File: src/rtl/network_mul_arbiter_16s_12s_if.sv
// network_mul_arbiter_16s_12s_if: requester-side operand handshake and result bus of the shared multiplier arbiter
interface network_mul_arbiter_16s_12s_if #(
    parameter int N_REQ = 4,
    parameter int TAG_W = 2
);
    logic [N_REQ-1:0]    req_valid;
    logic [N_REQ-1:0]    req_ready;
    logic [N_REQ*16-1:0] req_a;
    logic [N_REQ*12-1:0] req_b;
    logic [N_REQ-1:0]    res_valid;
    logic [27:0]         res_data;
    logic [TAG_W-1:0]    res_tag;

    modport master (
        output req_valid, req_a, req_b,
        input  req_ready, res_valid, res_data, res_tag
    );

    modport slave (
        input  req_valid, req_a, req_b,
        output req_ready, res_valid, res_data, res_tag
    );
endinterface

File: src/rtl/network_mul_arbiter_16s_12s.sv
// network_mul_arbiter_16s_12s: round-robin sharing of one pipelined 16s x 12s multiplier,
// with a tag pipeline that steers each product back to its requester.
module network_mul_arbiter_16s_12s #(
    parameter int N_REQ       = 4,
    parameter int TAG_W       = 2,
    parameter int MUL_LATENCY = 3
) (
    input  logic        clk,
    input  logic        reset,
    input  logic        hold,
    network_mul_arbiter_16s_12s_if.slave bus,
    output logic        mul_ce,
    output logic [15:0] mul_din0,
    output logic [11:0] mul_din1,
    input  logic [27:0] mul_dout,
    output logic        busy
);
    logic [TAG_W-1:0] ptr_q, ptr_d, win;
    logic [TAG_W:0] idx;
    logic found, accept;
    logic [15:0] a_sel, din0_q, din0_d;
    logic [11:0] b_sel, din1_q, din1_d;
    logic [MUL_LATENCY-1:0] v_q, v_d;
    logic [MUL_LATENCY-1:0][TAG_W-1:0] t_q, t_d;

    always_comb begin
        win = '0;
        found = 1'b0;
        idx = '0;
        a_sel = '0;
        b_sel = '0;
        // descending scan so the requester closest to ptr is the last to overwrite win
        for (int k = N_REQ - 1; k >= 0; k--) begin
            idx = {1'b0, ptr_q} + (TAG_W+1)'(k);
            if (idx >= (TAG_W+1)'(N_REQ)) idx = idx - (TAG_W+1)'(N_REQ);
            if (bus.req_valid[idx[TAG_W-1:0]]) begin
                win = idx[TAG_W-1:0];
                found = 1'b1;
            end
        end
        for (int i = 0; i < N_REQ; i++) begin
            if (win == TAG_W'(i)) begin
                a_sel = bus.req_a[16*i +: 16];
                b_sel = bus.req_b[12*i +: 12];
            end
        end
        accept = found & ~hold;
        ptr_d = accept ? (win == TAG_W'(N_REQ - 1) ? '0 : win + TAG_W'(1)) : ptr_q;
        din0_d = accept ? a_sel : din0_q;
        din1_d = accept ? b_sel : din1_q;
        v_d = hold ? v_q : {v_q[MUL_LATENCY-2:0], accept};
        t_d = hold ? t_q : {t_q[MUL_LATENCY-2:0], accept ? win : t_q[0]};
    end

    always_ff @(posedge clk or posedge reset) begin
        if (reset) begin
            ptr_q  <= '0;
            din0_q <= '0;
            din1_q <= '0;
            v_q    <= '0;
            t_q    <= '0;
        end else begin
            ptr_q  <= ptr_d;
            din0_q <= din0_d;
            din1_q <= din1_d;
            v_q    <= v_d;
            t_q    <= t_d;
        end
    end

    assign bus.req_ready = accept ? N_REQ'(1) << win : '0;
    assign bus.res_valid = (v_q[MUL_LATENCY-1] & ~hold) ? N_REQ'(1) << t_q[MUL_LATENCY-1] : '0;
    assign bus.res_data  = mul_dout;
    assign bus.res_tag   = t_q[MUL_LATENCY-1];
    assign busy          = |v_q;
    assign mul_ce        = ~hold;
    assign mul_din0      = din0_q;
    assign mul_din1      = din1_q;
endmodule

File: src/flat_wrapper.sv
// flat-port wrapper written by rule: the top's interface ports become plain ports
module network_mul_arbiter_16s_12s_flat 
#(
    parameter int N_REQ       = 4,
    parameter int TAG_W       = 2,
    parameter int MUL_LATENCY = 3
)
  (clk, reset, hold, mul_ce, mul_din0, mul_din1, mul_dout, busy, bus_req_valid, bus_req_a, bus_req_b, bus_req_ready, bus_res_valid, bus_res_data, bus_res_tag);
  network_mul_arbiter_16s_12s_if #(.N_REQ(N_REQ), .TAG_W(TAG_W)) bus_i ();
  input  logic clk;
  input  logic reset;
  input  logic hold;
  output logic mul_ce;
  output logic [15:0] mul_din0;
  output logic [11:0] mul_din1;
  input  logic [27:0] mul_dout;
  output logic busy;
  input wire logic [$bits(bus_i.req_valid)-1:0] bus_req_valid;
  input wire logic [$bits(bus_i.req_a)-1:0] bus_req_a;
  input wire logic [$bits(bus_i.req_b)-1:0] bus_req_b;
  output wire logic [$bits(bus_i.req_ready)-1:0] bus_req_ready;
  output wire logic [$bits(bus_i.res_valid)-1:0] bus_res_valid;
  output wire logic [$bits(bus_i.res_data)-1:0] bus_res_data;
  output wire logic [$bits(bus_i.res_tag)-1:0] bus_res_tag;
  assign bus_i.req_valid = bus_req_valid;
  assign bus_i.req_a = bus_req_a;
  assign bus_i.req_b = bus_req_b;
  assign bus_req_ready = bus_i.req_ready;
  assign bus_res_valid = bus_i.res_valid;
  assign bus_res_data = bus_i.res_data;
  assign bus_res_tag = bus_i.res_tag;
  network_mul_arbiter_16s_12s #(.N_REQ(N_REQ), .TAG_W(TAG_W), .MUL_LATENCY(MUL_LATENCY)) u_core (.clk(clk), .reset(reset), .hold(hold), .bus(bus_i), .mul_ce(mul_ce), .mul_din0(mul_din0), .mul_din1(mul_din1), .mul_dout(mul_dout), .busy(busy));
endmodule
File: config.mk
export PLATFORM = sky130hd
export DESIGN_NAME = network_mul_arbiter_16s_12s_flat
export DESIGN_NICKNAME = d
export VERILOG_FILES = /design/src/rtl/network_mul_arbiter_16s_12s_if.sv /design/src/rtl/network_mul_arbiter_16s_12s.sv /design/src/flat_wrapper.sv
export SDC_FILE = /design/constraint.sdc
export NUM_CORES = 1
export LEC_CHECK = 0
export ABC_AREA = 1
export BUFFER_PORTS_ARGS = -buffer_cell sky130_fd_sc_hd__clkbuf_2
export CAP_MARGIN = 15
export CORE_MARGIN = 2
export CORE_UTILIZATION = 42
export CTS_BUF_LIST = sky130_fd_sc_hd__clkbuf_4 sky130_fd_sc_hd__clkbuf_8
export DETAILED_ROUTE_END_ITERATION = 6
export PLACE_DENSITY = 0.84
export SLEW_MARGIN = 40
export SYNTH_ARGS = -nofsm -noshare
export SYNTH_HDL_FRONTEND = slang
export SYNTH_SLANG_ARGS = --single-unit
export TNS_END_PERCENT = 5
File: constraint.sdc
create_clock -name clk -period 2.6 [get_ports clk]
set_input_delay 0.13 -clock clk [delete_from_list [all_inputs] [get_ports clk]]
set_output_delay 0.13 -clock clk [all_outputs]
set_load 0.01 [all_outputs]
==> summary.md, run 1 <==
| Metric | Value |
|---|---|
| Status | `finished, final reports clean` |
| Most frequent cells in the layout | `nand2_1 (196), clkbuf_2 (158), o21ai_0 (58), dfrtp_1 (37), a21oi_1 (28)` |
| CTS root buf | `clkbuf_8` |
| Clock skew | `0.00316 ns` |
| WP buf/inv | `3` |
| Die W | `87.0 um` |
| Vias in the first global route | `roughly 2900` |
| Drt total wl | `9500 um` |
| Clk network pwr share | `6.9%` |
| CTS tree | `done` |
| Layout Nets | `roughly 730` |
| Setup TNS | `0 ns` |
| GR Overflow Total | `0` |
| TritonCTS buffer count | `5` |
| CTS Sinks | `39` |
| Worst slack, placed | `-0.0617 ns` |
| Via Count | `3294` |
| Final hold violations | `0` |
| Worst Hold Class | `in -> reg` |
| Data required, critical path | `2.79 ns` |
| Largest net degree at the start of global routing | `38` |
| Worst Path Arrival | `2.70 ns` |
| Top Ports | `around 220` |
| Via density | `roughly 5` |
| R2R depth | `15` |
| Post-Layout Inst Area | `between 0.003 and 0.004 sq mm` |
| DR WL/cell | `14.5 um` |
| Max Buffers Root-to-Sink | `2` |
| Global-route usage over all layers | `22.8%` |
| Top cell type's share of synthesized area | `33.7%` |
| Crit Path Class | `reg -> reg` |
| Gate power share | `approximately 76%` |
| Crit-path cells | `buf_4, nand2_1, o21ai_4, nand2_2, nand4_1, nand2_1, inv_1, ha_1, buf_6, a21oi_1, nand2_1, o21ai_0, o21ai_0, nand2_1, nand2_1` |
| Reg power frac | `between 10% and 20%` |
| Post-place instance area | `0.00352 sq mm` |
| Setup crit start kind | `register` |
| Most frequent CP cell | `nand2_1` |
| Top post-synthesis cells by area | `dfrtp_1 (34%), nand2_1 (26%), o21ai_0 (11%)` |
| Min Tclk post-route | `2.51 ns` |
| Initial antenna violation count | `0` |
| Core Area | `0.00672 sq mm` |
| Max Cap Viol | `0` |
| Synth Net Count | `598` |
| Largest stage delay on the critical path | `0.47 ns` |
| PwrDens | `roughly 1600 mW/mm^2` |
| IO Port Bufs | `158` |
| Fmax | `398 MHz` |
| Final worst slack | `between 0.08 and 0.09 ns` |
| Register area share after synthesis | `33.7%` |
| Detailed Place HPWL | `6920 um` |
| Layout Cells excl Fill | `~660` |
| VDD IR max | `0.914 mV` |
| Worst Setup End Kind | `register` |
| Internal power | `3.00 mW` |
| First-pass GRT wire length | `13500 um` |
| DRT antenna net count | `0` |
| Sw Share | `51.7%` |
| Synth cell types | `26` |
| GP Congestion | `around 0.90` |
| Syn Inst Count | `447` |
| Die Area | `between 0.007 and 0.008 sq mm` |
| Setup violators final | `0` |
| WP depth | `15` |
| Sw Pwr | `3.21 mW` |
| Commonest non-fill, non-tap cell in the layout | `nand2_1` |
| Crit-path leading delay family | `simple AND/OR/NAND/NOR gates` |
| Initial DRC Count | `220` |
| Yosys reg bits | `39` |
| H-tree levels | `2` |
| Initial Util | `43.1%` |
| Synthesized area | `0.00290 sq mm` |
| Largest area contributor in the netlist | `dfrtp_1` |
| CP max-delay cell | `dfrtp_2` |
| Share of cells above drive strength 1 | `37.3%` |
| Total leakage power | `about 2.2 nW` |
| Layout area overhead | `31.7%` |
| Worst-path clk slew | `0.08 ns` |
| Period utilisation layout | `96.6%` |
| Final Max Slew Viols | `0` |
| Fin util | `56.7%` |
| Avg Cell Area, Syn | `6.48 sq um` |
| Yosys warns | `0` |
| Pre-antenna DRT Iters | `5` |
| Remaining DRCs | `0` |
| Die height | `87.0 um` |
| Rows | `30` |
| Hold Path Stages | `5` |
| Critical-path maximum fanout | `28` |
| Placed cells | `640` |
| RSZ-0062 raised after global routing | `yes` |
| Slew headroom | `54.9%` |
| Clock Latency Late Sink | `0.29 ns` |
| Diodes inserted | `0` |
| Slew of the pin with the lowest slew margin | `0.672 ns` |
-- layout make-up --
class / instances / area (sq um)
repair buffers: 178 / 1000
well taps: 80 / 100
clock buffers: 6 / 82.6
fillers: 662 / 2910
clock inverters: 1 / 5.00
inverters: 21 / 83.8
multi-input cells: 332 / 1560
flip-flops and latches: 39 / 978
-- synthesized netlist by cell type --
cell      instances
nand2_1         204
o21ai_0          64
dfrtp_1          39
buf_4            32
a21oi_1          28
inv_1            19
clkbuf_1          9
nand3_1           9
nor2_1            7
buf_2             6
buf_6             4
ha_1              4
nor3_1            4
nand3_2           3
buf_1             2
nor2_2            2
o21ai_1           2
a31oi_1           1
buf_8             1
clkbuf_2          1
clkinv_1          1
inv_6             1
nand2_2           1
nand2_4           1
nand4_1           1
xnor2_1           1
-- path summary, 6_finish.rpt --
path,start,to,slack (ns)
min in group asynchronous,reset,u_core.bus.res_tag[0]$_DFFE_PP0N_,0.38
hold / removal,bus_req_b[45],u_core.mul_din1[9]$_DFFE_PP0N_,0.13
max in group asynchronous,reset,u_core.mul_din0[12]$_DFFE_PP0N_,1.52
setup / recovery,u_core.ptr_q[0]$_DFFE_PP0N_,u_core.mul_din1[10]$_DFFE_PP0N_,0.09
hold reg to reg,u_core.mul_din0[4]$_DFFE_PP0N_,u_core.mul_din0[4]$_DFFE_PP0N_,0.48
setup reg to reg,u_core.ptr_q[0]$_DFFE_PP0N_,u_core.mul_din1[10]$_DFFE_PP0N_,0.09
-- kinds of logic (layout without fill, tap and decap cells) --
family,Yosys count,in the layout,share of synthesized area (%)
simple gates,232,232,31.9
compound gates,95,95,16.5
buf+inv,76,206,15.9
flops,39,39,33.7
fa+ha+maj,4,4,1.73
xor+xnor,1,1,0.303
-- what timing repair did --
action	CTS	global route
cloned	0	2
hold endpoints to repair	16	0
hold buffers	1	0
gates resized for setup	2	42
buffers inserted	2	5
pin swaps	0	8
setup endpoints to repair	12	31
-- stage by stage --
step	hold WS (ns)	total power, mW
floorplan	0.333	3.97
global placement	0.152	5.06
detailed placement	0.161	5.21
CTS	0.126	5.69
global route	0.146	6.87
finish	0.133	6.20
-- per-layer routing --
layer	up-vias	part of all wire [%]	track usage, %
met3	15	7.7	3.79
met2	164	53	41.2
li1	1650	-	-
met5	-	0	0
met1	1465	38	27.8
met4	0	1.4	6.68
-- power groups by stage --
stage	Clock (mW)	Sequential [mW]	Combinational [mW]
floorplan	0	1.13	2.85
global placement	0	1.06	4.00
detailed placement	0	1.07	4.14
CTS	0.442	1.06	4.19
global route	0.457	1.10	5.30
finish	0.426	1.07	4.71
-- sequential cells by signal (all words and copies together) (netlist names) --
| name | cells |
|---|---|
| u_core.ptr_q | 2 |
| u_core.mul_din0 | 16 |
| u_core.bus.res_tag | 2 |
| u_core.t_q | 4 |
| u_core.v_q | 3 |
| u_core.mul_din1 | 12 |
-- worst reg2reg max path: cells and delay by family (launching register included) --
family | cells | cell delay [ns]
AOI/OAI and AO/OA | 4 | 0.48
adders and majority gates | 1 | 0.23
buffers and inverters | 3 | 0.46
DFF | 1 | 0.47
and+or+nand+nor | 7 | 0.78
Power figures use the tool's default switching activity.
==> inputs of run 2 (changes only) <==
Settings changed: CORE_ASPECT_RATIO set to 1.4.
==> run 2 against run 1 <==
  * Clock power rose by 20%
  * Core utilization increased by 3.1 points
  * Final area is 3.7% higher
  * First-iteration DRC count shrank 6.8%
  * Sequential share of layout area is 0.96 points lower
  * Register-to-register slack lost 0.05 ns
  * Sequential power barely moved
  * Worst hold slack worse by 0.011 ns
  * Total power rose by 10%
  * Via count grew 1.2%
  * Non-clock buffer count fell by 3
  * Fmax fell by 1.9%
  * Largest cell class unchanged
==> summary.md, run 2 (synthesis gave the netlist of run 1 again) <==
| Metric | Value |
|---|---|
| Final Max Slew Viols | `0` |
| Core Area | `0.00661 sq mm` |
| Fmax | `approximately 400 MHz` |
| Crit Path Class | `reg -> reg` |
| PwrDens | `between 1500 and 2000 mW/mm^2` |
| Slew of the pin with the lowest slew margin | `0.544 ns` |
| Detailed Place HPWL | `7280 um` |
| DRT antenna net count | `0` |
| Worst Hold Class | `in -> reg` |
| Commonest non-fill, non-tap cell in the layout | `nand2_1` |
| Die height | `102 um` |
| Hold_ws | `0.122 ns` |
| Layout Cells excl Fill | `667` |
| R2R depth | `18` |
| First-pass GRT wire length | `14800 um` |
| Largest net degree at the start of global routing | `58` |
| Pre-antenna DRT Iters | `7` |
| Layout Nets | `725` |
| Final hold violations | `0` |
| Die Area | `0.00758 sq mm` |
| CTS tree | `done` |
| Top Ports | `215` |
| Initial Util | `a little over two fifths` |
| Number of flip-flops in the largest register | `16` |
| Initial antenna violation count | `0` |
| Hold Path Stages | `3` |
| Data required, critical path | `2.83 ns` |
| CTS root buf | `clkbuf_8` |
| Worst slack, placed | `0.000578 ns` |
| Most frequent cells in the layout | `nand2_1 (193), clkbuf_2 (158), o21ai_0 (42), dfrtp_1 (38), a21oi_1 (28)` |
| Pwr Total | `6.84 mW` |
| Rows | `35` |
| Setup crit start kind | `register` |
| Worst Setup End Kind | `register` |
| CTS Sinks | `39` |
| Vias in the first global route | `3140` |
| RSZ-0062 raised after global routing | `yes` |
| Worst-path clk slew | `~0.080 ns` |
| Period utilisation layout | `98.5%` |
| Max Buffers Root-to-Sink | `2` |
| VDD IR max | `0.909 mV` |
| Diodes inserted | `0` |
| TritonCTS buffer count | `5` |
| Share of cells above drive strength 1 | `38.3%` |
| Clock Latency Late Sink | `0.29 ns` |
| DR WL/cell | `15.6 um` |
| GR Overflow Total | `0` |
| IO Port Bufs | `158` |
| Post-place instance area | `0.00352 sq mm` |
| Setup violators final | `0` |
| Max Cap Viol | `0` |
| Worst Path Arrival | `2.79 ns` |
| Drt total wl | `approximately 10000 um` |
| Placed cells | `650` |
| Clock skew | `0.00490 ns` |
| Critical-path maximum fanout | `7` |
| Slew headroom | `63.5%` |
| Layout area overhead | `36.6%` |
| H-tree levels | `2` |
| Initial DRC Count | `205` |
| Post-Layout Inst Area | `slightly below 0.004 sq mm` |
| Die W | `74.2 um` |
| Status | `finished, final reports clean` |
| Via density | `5.00` |
| Global-route usage over all layers | `between 20% and 30%` |
| GP Congestion | `0.960` |
| Total leakage power | `2.18 nW` |
| Remaining DRCs | `0` |
| Via Count | `roughly 3300` |
| Final worst slack | `0.0399 ns` |
| Min Tclk post-route | `2.56 ns` |
## run 2: critical path, stage by stage (launching register included)
cell and delay (ns):
dfrtp_2 0.52, buf_6 0.17, nand2_2 0.09, nand3_2 0.09
nand2_1 0.13, nand3_4 0.10, nand3_2 0.11, nand2_4 0.08
inv_4 0.07, ha_4 0.13, inv_2 0.05, nor2_4 0.23
clkbuf_16 0.21, nand2_1 0.06, nand2_1 0.11, o21ai_0 0.10
o21ai_1 0.12, nand2_1 0.06, nand2_1 0.06
## run 2: report_power, final
| group | internal [mW] | switching (mW) | leakage (nW) |
|---|---|---|---|
| Combinational | 2.15 | 3.08 | 1.64 |
| Sequential | 0.889 | 0.214 | 0.486 |
| Clock | 0.286 | 0.226 | 0.0581 |
## run 2: final timing paths
check | slack [ns] | from | end
min in group asynchronous | 0.34 | reset | u_core.mul_din0[0]$_DFFE_PP0N_
max in group asynchronous | 1.58 | reset | u_core.ptr_q[0]$_DFFE_PP0N_
max reg2reg | 0.04 | u_core.ptr_q[0]$_DFFE_PP0N_ | u_core.mul_din0[2]$_DFFE_PP0N_
min reg2reg | 0.47 | u_core.t_q[1]$_DFFE_PP0P_ | u_core.t_q[3]$_DFFE_PP0N_
max | 0.04 | u_core.ptr_q[0]$_DFFE_PP0N_ | u_core.mul_din0[2]$_DFFE_PP0N_
min | 0.12 | hold | u_core.t_q[3]$_DFFE_PP0N_
## run 2: routing by layer
layer | global-route usage [%] | part of all wire, % | up-vias | wire (um)
met5 | 0 | 0 | - | 0
met4 | 16.1 | 5.3 | 0 | 546
met3 | 7.30 | 9.4 | 50 | 979
met2 | 43.1 | 50 | 169 | 5230
met1 | 28.0 | 35 | 1472 | 3630
li1 | - | - | 1642 | -
## run 2: cell type report
type | count | area, sq um
Timing Repair Buffer | 175 | 1040
Inverter | 21 | 91.3
Sequential cell | 39 | 977
Clock buffer | 5 | 68.8
Fill cell | 603 | 2660
Multi-Input combinational cell | 332 | 1620
Clock inverter | 3 | 43.8
Tap cell | 92 | 115
## run 2: through the flow
stage                     util [%]  TNS (ns)
after floorplan                  -         0
after global placement        53.3         0
after detailed placement      53.3         0
after CTS                     55.2         0
after global routing          59.8     -1.26
final                         59.8         0
## run 2: what timing repair did
action                                  4_1_cts  5_1_grt
endpoints found under the setup margin        5       32
buffers inserted                              0        4
hold buffers                                  1        0
cloned                                        0        4
pin swaps                                     0       10
gates resized for setup                       1       73
hold endpoints to repair                     14        0
